===== src/rtl/main_pkg.sv =====
// Shared widths and defaults for the result collector.
// Record layout, MSB first: {regime, b, s, y, cycles}.
package main_pkg;
  localparam int DEPTH_DEF = 4;
  localparam int CNT_W_DEF = 8;
  localparam int Y_W       = 8;
  localparam int S_W       = 3;
  localparam int REG_W     = 2;

  function automatic int rec_width(input int cnt_w);
    return REG_W + 1 + S_W + Y_W + cnt_w;
  endfunction
endpackage


===== src/rtl/result_fifo.sv =====
// First-word fall-through record FIFO with a sticky drop flag.
// A push is accepted when full only if a pop happens in the same cycle.
module result_fifo #(
  parameter int DEPTH = 4,
  parameter int W     = 8,
  localparam int AW   = (DEPTH > 1) ? $clog2(DEPTH) : 1,
  localparam int LW   = $clog2(DEPTH) + 1
) (
  input  logic          clk,
  input  logic          rst,
  input  logic          push,
  input  logic          pop_req,
  input  logic [W-1:0]  wdata,
  input  logic          ovf_clr,
  output logic [W-1:0]  rdata,
  output logic          valid,
  output logic [LW-1:0] level,
  output logic          overflow
);
  logic [W-1:0]  mem [DEPTH];
  logic [AW-1:0] wr_ptr;
  logic [AW-1:0] rd_ptr;
  logic          full;
  logic          pop;
  logic          do_push;
  logic          drop;

  assign valid   = (level != '0);
  assign full    = (level == LW'(DEPTH));
  assign pop     = pop_req & valid;
  assign do_push = push & (~full | pop);
  assign drop    = push & full & ~pop;
  assign rdata   = mem[rd_ptr];

  // DEPTH is a power of two, so pointer wrap is plain binary rollover.
  always_ff @(posedge clk) begin
    if (rst) begin
      wr_ptr   <= '0;
      rd_ptr   <= '0;
      level    <= '0;
      overflow <= 1'b0;
    end else begin
      if (do_push) wr_ptr <= wr_ptr + AW'(1);
      if (pop)     rd_ptr <= rd_ptr + AW'(1);
      if (do_push && !pop)      level <= level + LW'(1);
      else if (pop && !do_push) level <= level - LW'(1);
      if (drop)         overflow <= 1'b1;
      else if (ovf_clr) overflow <= 1'b0;
    end
  end

  always_ff @(posedge clk) begin
    if (do_push) mem[wr_ptr] <= wdata;
  end
endmodule


===== src/rtl/result_collector.sv =====
// Watches the upstream busy indicator, counts active cycles and pushes one
// result record per operation into a small FIFO for a downstream consumer.
module result_collector
  import main_pkg::*;
#(
  parameter int DEPTH = DEPTH_DEF,
  parameter int CNT_W = CNT_W_DEF,
  localparam int LW   = $clog2(DEPTH) + 1
) (
  input  logic             clk,
  input  logic             rst,
  input  logic [Y_W-1:0]   y,
  input  logic [S_W-1:0]   s,
  input  logic             b,
  input  logic             active,
  input  logic [REG_W-1:0] regime,
  output logic             r_valid,
  input  logic             r_ready,
  output logic [Y_W-1:0]   r_y,
  output logic [S_W-1:0]   r_s,
  output logic             r_b,
  output logic [REG_W-1:0] r_regime,
  output logic [CNT_W-1:0] r_cycles,
  output logic [LW-1:0]    level,
  output logic             overflow,
  input  logic             ovf_clr
);
  localparam int REC_W = rec_width(CNT_W);
  localparam logic [CNT_W-1:0] CNT_MAX = '1;

  logic             active_q;
  logic             rise;
  logic             fall;
  logic             run;
  logic [REG_W-1:0] regime_q;
  logic [CNT_W-1:0] cnt;
  logic [REC_W-1:0] rec;
  logic [REC_W-1:0] head;

  assign rise = active & ~active_q;
  assign fall = ~active & active_q;
  assign run  = active & active_q;

  // Reset clears active_q, so an operation still running afterwards restarts as a rise.
  always_ff @(posedge clk) begin
    if (rst) begin
      active_q <= 1'b0;
      regime_q <= '0;
      cnt      <= '0;
    end else begin
      active_q <= active;
      if (rise) begin
        regime_q <= regime;
        cnt      <= CNT_W'(1);
      end else if (run && cnt != CNT_MAX) begin
        cnt <= cnt + CNT_W'(1);
      end
    end
  end

  assign rec = {regime_q, b, s, y, cnt};

  result_fifo #(
    .DEPTH (DEPTH),
    .W     (REC_W)
  ) u_fifo (
    .clk      (clk),
    .rst      (rst),
    .push     (fall),
    .pop_req  (r_ready),
    .wdata    (rec),
    .ovf_clr  (ovf_clr),
    .rdata    (head),
    .valid    (r_valid),
    .level    (level),
    .overflow (overflow)
  );

  assign {r_regime, r_b, r_s, r_y, r_cycles} = head;
endmodule


===== config.mk =====
export PLATFORM = sky130hd
export DESIGN_NAME = result_collector
export DESIGN_NICKNAME = d
export VERILOG_FILES = /design/src/rtl/main_pkg.sv /design/src/rtl/result_fifo.sv /design/src/rtl/result_collector.sv
export SDC_FILE = /design/constraint.sdc
export NUM_CORES = 1
export LEC_CHECK = 0
export CELL_PAD_IN_SITES_DETAIL_PLACEMENT = 0
export CELL_PAD_IN_SITES_GLOBAL_PLACEMENT = 1
export CORE_MARGIN = 5
export CORE_UTILIZATION = 50
export DETAILED_ROUTE_END_ITERATION = 7
export PLACE_DENSITY_LB_ADDON = 0.1
export SYNTH_ARGS = -nofsm -noshare
export SYNTH_HDL_FRONTEND = slang
export SYNTH_SLANG_ARGS = --single-unit
export TNS_END_PERCENT = 1

===== constraint.sdc =====
create_clock -name clk -period 6 [get_ports clk]
set_input_delay 1.2 -clock clk [delete_from_list [all_inputs] [get_ports clk]]
set_output_delay 1.2 -clock clk [all_outputs]
set_load 0.05 [all_outputs]

-- After elaboration in Yosys (flattened, before gate mapping)
Memory sizes are Yosys's and may differ from the RTL's. A register that Yosys moved wholly into a read port is not among the register bits.
Cells that the tools add are included.
- add/subtract/negate cells: 5
- equality and inequality tests: 2
- mux-type cells: 10
- bitwise logic cells: 12
- reduce and logical (&&, ||, !) cells: 10
- operator list (kind ; number):
    adder 8 x 1 -> 8 bit (second input constant) ; 1
    inequality test 8 bit (second input constant) ; 1
    bitwise AND 1 bit ; 7
    two-way mux 1 bit ; 6
    two-way mux 3 bit ; 2
    nonzero test 2 bit ; 3
    adder 2 x 1 -> 2 bit (second input constant) ; 2
    two-way mux 2 bit ; 2
    inverter 1 bit ; 4
    adder 3 x 1 -> 3 bit (second input constant) ; 1
    equality test 3 bit (second input constant) ; 1
    logical AND 1 bit ; 3
    nonzero test 3 bit ; 1
    subtractor 3 x 1 -> 3 bit (second input constant) ; 1
    logical NOT 1 bit ; 2
    OR reduction 2 bit ; 1
    OR 1 bit ; 1
- flip-flop bits (word level): 19
- bits in writable memories: 88
- input port bits: 19
- word-level logic and storage cells: 48
- memories: 1
- memories (memory ; depth ; width ; read ports ; clocked after memory_dff ; write ports ; line ; RTL):
    u_fifo.mem ; 4 ; 22 ; 1 ; 1 ; 1 ; result_fifo.sv:20 ; logic [W-1:0] mem [DEPTH];

-- Logic depth before layout (Yosys ltp)
- word-level depth: 8
- gate-level depth with buffers: 8
- gate-level depth less buffers: 8

-- By module
From an unflattened synthesis, not the netlist that was laid out.
- cell total of the unflattened synthesis: 223
- area, all modules: 4205.3 µm²
- modules (own cells, without submodules) (module ; instances ; cells an instance ; area an instance (µm²) ; sequential area each (µm²)):
    result_fifo ; 1 ; 166 ; 3684.8 ; 2842.7
    result_collector ; 1 ; 57 ; 520.5 ; 220.2

-- Least setup slack after synthesis
Ideal clock, no wire load.
- path type: in2reg
- from: input active
- to: register u_fifo.level[2]
- setup time: 0.070 ns
- data arrival time: 2.908 ns
- data required time: 5.930 ns
- path slack: 3.023 ns
- cell stages on the path: 8
- path buffers: 1
- cell sequence: buf_2 -> nor3b_2 -> ha_1 -> inv_1 -> fa_1 -> xor2_1 -> or3_1 -> a21oi_1
- word-level cells in the longest chain between the ends: 6
- ends and longest elaborated chain (element ; line ; RTL):
    start, declared ; result_collector.sv:15 ; input logic active,
    inverter 1 bit (*) ; result_collector.sv:41 ; assign fall = ~active & active_q;
    bitwise AND 1 bit (*) ; result_collector.sv:41 ;
    bitwise AND 1 bit (*) ; result_fifo.sv:31 ; assign do_push = push & (~full | pop);
    named net u_fifo.do_push ; result_fifo.sv:25 ; logic do_push;
    logical NOT 1 bit ; result_fifo.sv:46 ; else if (pop && !do_push) level <= level - LW'(1);
    logical AND 1 bit ; result_fifo.sv:46 ;
    nonzero test 2 bit (no source line) ; n/a ;
    end signal, assigned ; result_fifo.sv:45 ; if (do_push && !pop) level <= level + LW'(1);
    end signal, assigned ; result_fifo.sv:46 ;
    end, declared ; result_fifo.sv:17 ; output logic [LW-1:0] level,
The timed path passes the listed nets; every way through them passes the cells marked *.
A chain may end at the register's enable or synchronous reset.

==> summary.json <==
{
  "outcome": {
    "status": "complete, no violations"
  },
  "logic_synthesis": {
    "syn-mean-instance-area_um2": 19.0,
    "share_of_the_yosys_chip_area_belonging_to_registers": 0.736,
    "post_synth_inst_count": 219,
    "synthArstFlopShare": 0,
    "synth.yosys.warnings": 0,
    "mappedNetlistNets": 245,
    "synth_largest_area_cell": "sky130_fd_sc_hd__edfxtp_1",
    "number_of_flops_mapped_to_enable_cells_by_yosys": 88,
    "netlist.area_leader.share": 0.635,
    "netlist_area_um2": 4160,
    "ys_dominant_reg_cell": "sky130_fd_sc_hd__edfxtp_1",
    "ys_seq_elements": 109,
    "synthDistinctLibCells": 35,
    "yosys-top-cells-area": "sky130_fd_sc_hd__edfxtp_1, sky130_fd_sc_hd__mux4_2, sky130_fd_sc_hd__dfxtp_1"
  },
  "cts": {
    "clk-insertion-delay-late_ns": 0.37,
    "number_of_buffers_added_by_the_clock_tree_synthesis_step": 9,
    "cts_resized": 0,
    "max-clock-path-buffers": 2,
    "cts-hold-fix-buffers": 0,
    "cts_max_level": 3,
    "tritoncts_clock_tree": "built",
    "clock_sinks": 109,
    "clkTransAtPathRegs_ns": 0.10,
    "cts_post_setup_buffers_inserted": 0,
    "clock_tree.root_cell": "sky130_fd_sc_hd__clkbuf_8"
  },
  "layout": {
    "layout.cells.non_filler": 379,
    "final_design_area_no_fill_um2": 4930,
    "final_core_util": 0.603,
    "layout_overhead_on_the_synthesized_area_pct": 18.4,
    "diodes": 0,
    "drive_gt1_frac": 0.150,
    "nets": 295
  },
  "sta": {
    "postLayoutSetupSlackWorst_ns": 2.16,
    "setup_viol": 0,
    "tmin_final_ns": 3.84,
    "minimum_hold_slack_ns": 0.487,
    "max_clock_freq_ghz": 0.261,
    "finalSetupTns_ns": 0,
    "final-max-slew-violation-count": 0,
    "clock_skew_ns": 0.0160,
    "maxSlewHeadroom": 0.242,
    "rsz0062_at_grt": "no",
    "finalHoldViolCount": 0,
    "min_period_over_period": 0.639,
    "timing_worst_slew_pin_value_ns": 1.14
  },
  "grt": {
    "grtUsageTotal": 0.144,
    "first_pass_grt_wire_length_mm": 11.0,
    "number_of_global_route_vias_before_repair": 2094,
    "gr-total-overflow": 0,
    "grt_antenna_before_repair": 0,
    "largest_net_degree_at_the_start_of_global_routing": 23
  },
  "setup_path": {
    "worst-setup-path-type": "register to output port",
    "timing.critical_path.required_ns": 4.80,
    "timing.critical_path.cells": "mux4_2 > clkdlybuf4s50_1",
    "critPathArrivalTime_ns": 2.64,
    "cpPeakStageDelay_ns": 1.06,
    "start_kind": "register",
    "critical-path-slowest-cell": "sky130_fd_sc_hd__dfxtp_1",
    "critPathTopFamily": "flip-flops",
    "critPathCaptureType": "output port",
    "critPathMaxFanout": 22,
    "crit_buf_inv": 1
  },
  "die": {
    "die_w_um": 101,
    "row_count": 33,
    "die_y_um": 101,
    "io_pins": 46,
    "fp.dieArea_um2": 10200,
    "placeableCoreArea_um2": 8180,
    "initial_core_util": 0.509
  },
  "place": {
    "place_congestion": 0.777,
    "dpl_worst_slack_ns": 2.35,
    "place_area_um2": 4710,
    "dp_hpwl_mm": 4.24,
    "port-buffer-count": 45,
    "place_inst": 363
  },
  "drt": {
    "route.detailed.wl_per_inst_um": 17.6,
    "post-route-drc-count": 0,
    "drt_first_pass_iters": 4,
    "routed_wire_length_mm": 6.65,
    "drt_via_density": 5.28,
    "drt_first_iter_violations": 66,
    "detail-route-antenna-nets": 0,
    "dr_vias": 2002
  },
  "power_and_ir_drop": {
    "finalPower_mw": 1.89,
    "cellPowerDensity_nw_per_um2": 383,
    "power_leakage_nw": 1.59,
    "vdd.ir_drop.worst_uv": 238
  },
  "run": {
    "maxCapViolations": 0
  },
  "worst_hold_path": {
    "hold_path_class": "register to register"
  }
}
-- worst paths after layout --
kind	startpoint	to	slack [ns]	depth (start not counted)
min reg2reg	u_fifo.overflow	u_fifo.overflow	0.49	2
min	u_fifo.overflow	u_fifo.overflow	0.49	2
max	register	r_cycles[0]	2.16	2
max reg2reg	u_fifo.level[0]	u_fifo.level[2]	3.65	8
-- layout make-up --
| cell class | instances | area (um2) |
|---|---|---|
| fillers | 606 | 3250 |
| flip-flops and latches | 109 | 3060 |
| multi-input cells | 100 | 1050 |
| repair buffers | 46 | 458 |
| well taps | 105 | 131 |
| clock buffers | 9 | 124 |
| clock inverters | 7 | 91.3 |
| inverters | 3 | 11.3 |
-- where the power goes --
group	total, mW	leakage [nW]	switching (mW)	internal (mW)
clock network	0.455	0.105	0.252	0.203
logic	0.556	0.491	0.335	0.221
registers	0.874	0.991	0.0317	0.842
total	1.89	1.59	0.619	1.27
-- sequential cells by signal, summed over array words and instances (netlist names), named ones only --
name	flops
u_fifo.level	3
u_fifo.overflow	1
regime_q	2
u_fifo.mem	88
cnt	8
u_fifo.wr_ptr	2
u_fifo.rd_ptr	2
active_q	1
-- layout by cell type, fill, tap and decap left out, types with 3 or more instances in the layout --
cell / synthesis / final
sky130_fd_sc_hd__xor2_1: 6 / 6
sky130_fd_sc_hd__mux2i_1: 3 / 3
sky130_fd_sc_hd__a211oi_1: 3 / 3
sky130_fd_sc_hd__dfxtp_1: 21 / 21
sky130_fd_sc_hd__nand2b_1: 3 / 3
sky130_fd_sc_hd__a21oi_1: 5 / 5
sky130_fd_sc_hd__ha_1: 6 / 6
sky130_fd_sc_hd__mux4_2: 22 / 22
sky130_fd_sc_hd__nand2_1: 8 / 8
sky130_fd_sc_hd__clkdlybuf4s50_1: 0 / 45
sky130_fd_sc_hd__nand3_1: 3 / 3
sky130_fd_sc_hd__nor2_1: 13 / 13
sky130_fd_sc_hd__xnor2_1: 5 / 5
sky130_fd_sc_hd__clkbuf_8: 0 / 9
sky130_fd_sc_hd__edfxtp_1: 88 / 88
sky130_fd_sc_hd__and2_1: 4 / 4
sky130_fd_sc_hd__inv_1: 3 / 3
-- worst reg2reg max path: cells and delay by family, from the launching register on --
family / cells / cell delay (ns)
AOI/OAI and AO/OA: 1 / 0.14
xor gates and xnor gates: 1 / 0.16
and+or+nand+nor: 3 / 0.84
adders and majority gates: 2 / 0.63
buffers and inverters: 1 / 0.06
DFF: 1 / 0.45
-- cell families (layout without fill, tap and decap cells) --
| logic type | count (synthesis) | in the layout | synth area share |
|---|---|---|---|
| fa+ha+maj | 7 | 7 | 0.0228 |
| mux | 25 | 25 | 0.126 |
| compound gates | 13 | 13 | 0.0247 |
| buf+inv | 10 | 65 | 0.0117 |
| simple gates | 44 | 44 | 0.0553 |
| flops | 109 | 109 | 0.736 |
| xor+xnor | 11 | 11 | 0.0232 |
-- cell usage after synthesis (4+ instances only) --
| cell | instances |
|---|---|
| sky130_fd_sc_hd__xnor2_1 | 5 |
| sky130_fd_sc_hd__xor2_1 | 6 |
| sky130_fd_sc_hd__nor2_1 | 13 |
| sky130_fd_sc_hd__dfxtp_1 | 21 |
| sky130_fd_sc_hd__ha_1 | 6 |
| sky130_fd_sc_hd__edfxtp_1 | 88 |
| sky130_fd_sc_hd__and2_1 | 4 |
| sky130_fd_sc_hd__a21oi_1 | 5 |
| sky130_fd_sc_hd__nand2_1 | 8 |
| sky130_fd_sc_hd__mux4_2 | 22 |
-- layer usage --
layer / track usage / wire length (um)
met2: 0.231 / 3250
met1: 0.195 / 3030
met3: 0.0310 / 251
met5: 0 / 0
met4: 0.0521 / 115
Note: power is estimated with default switching activity, not from simulation.
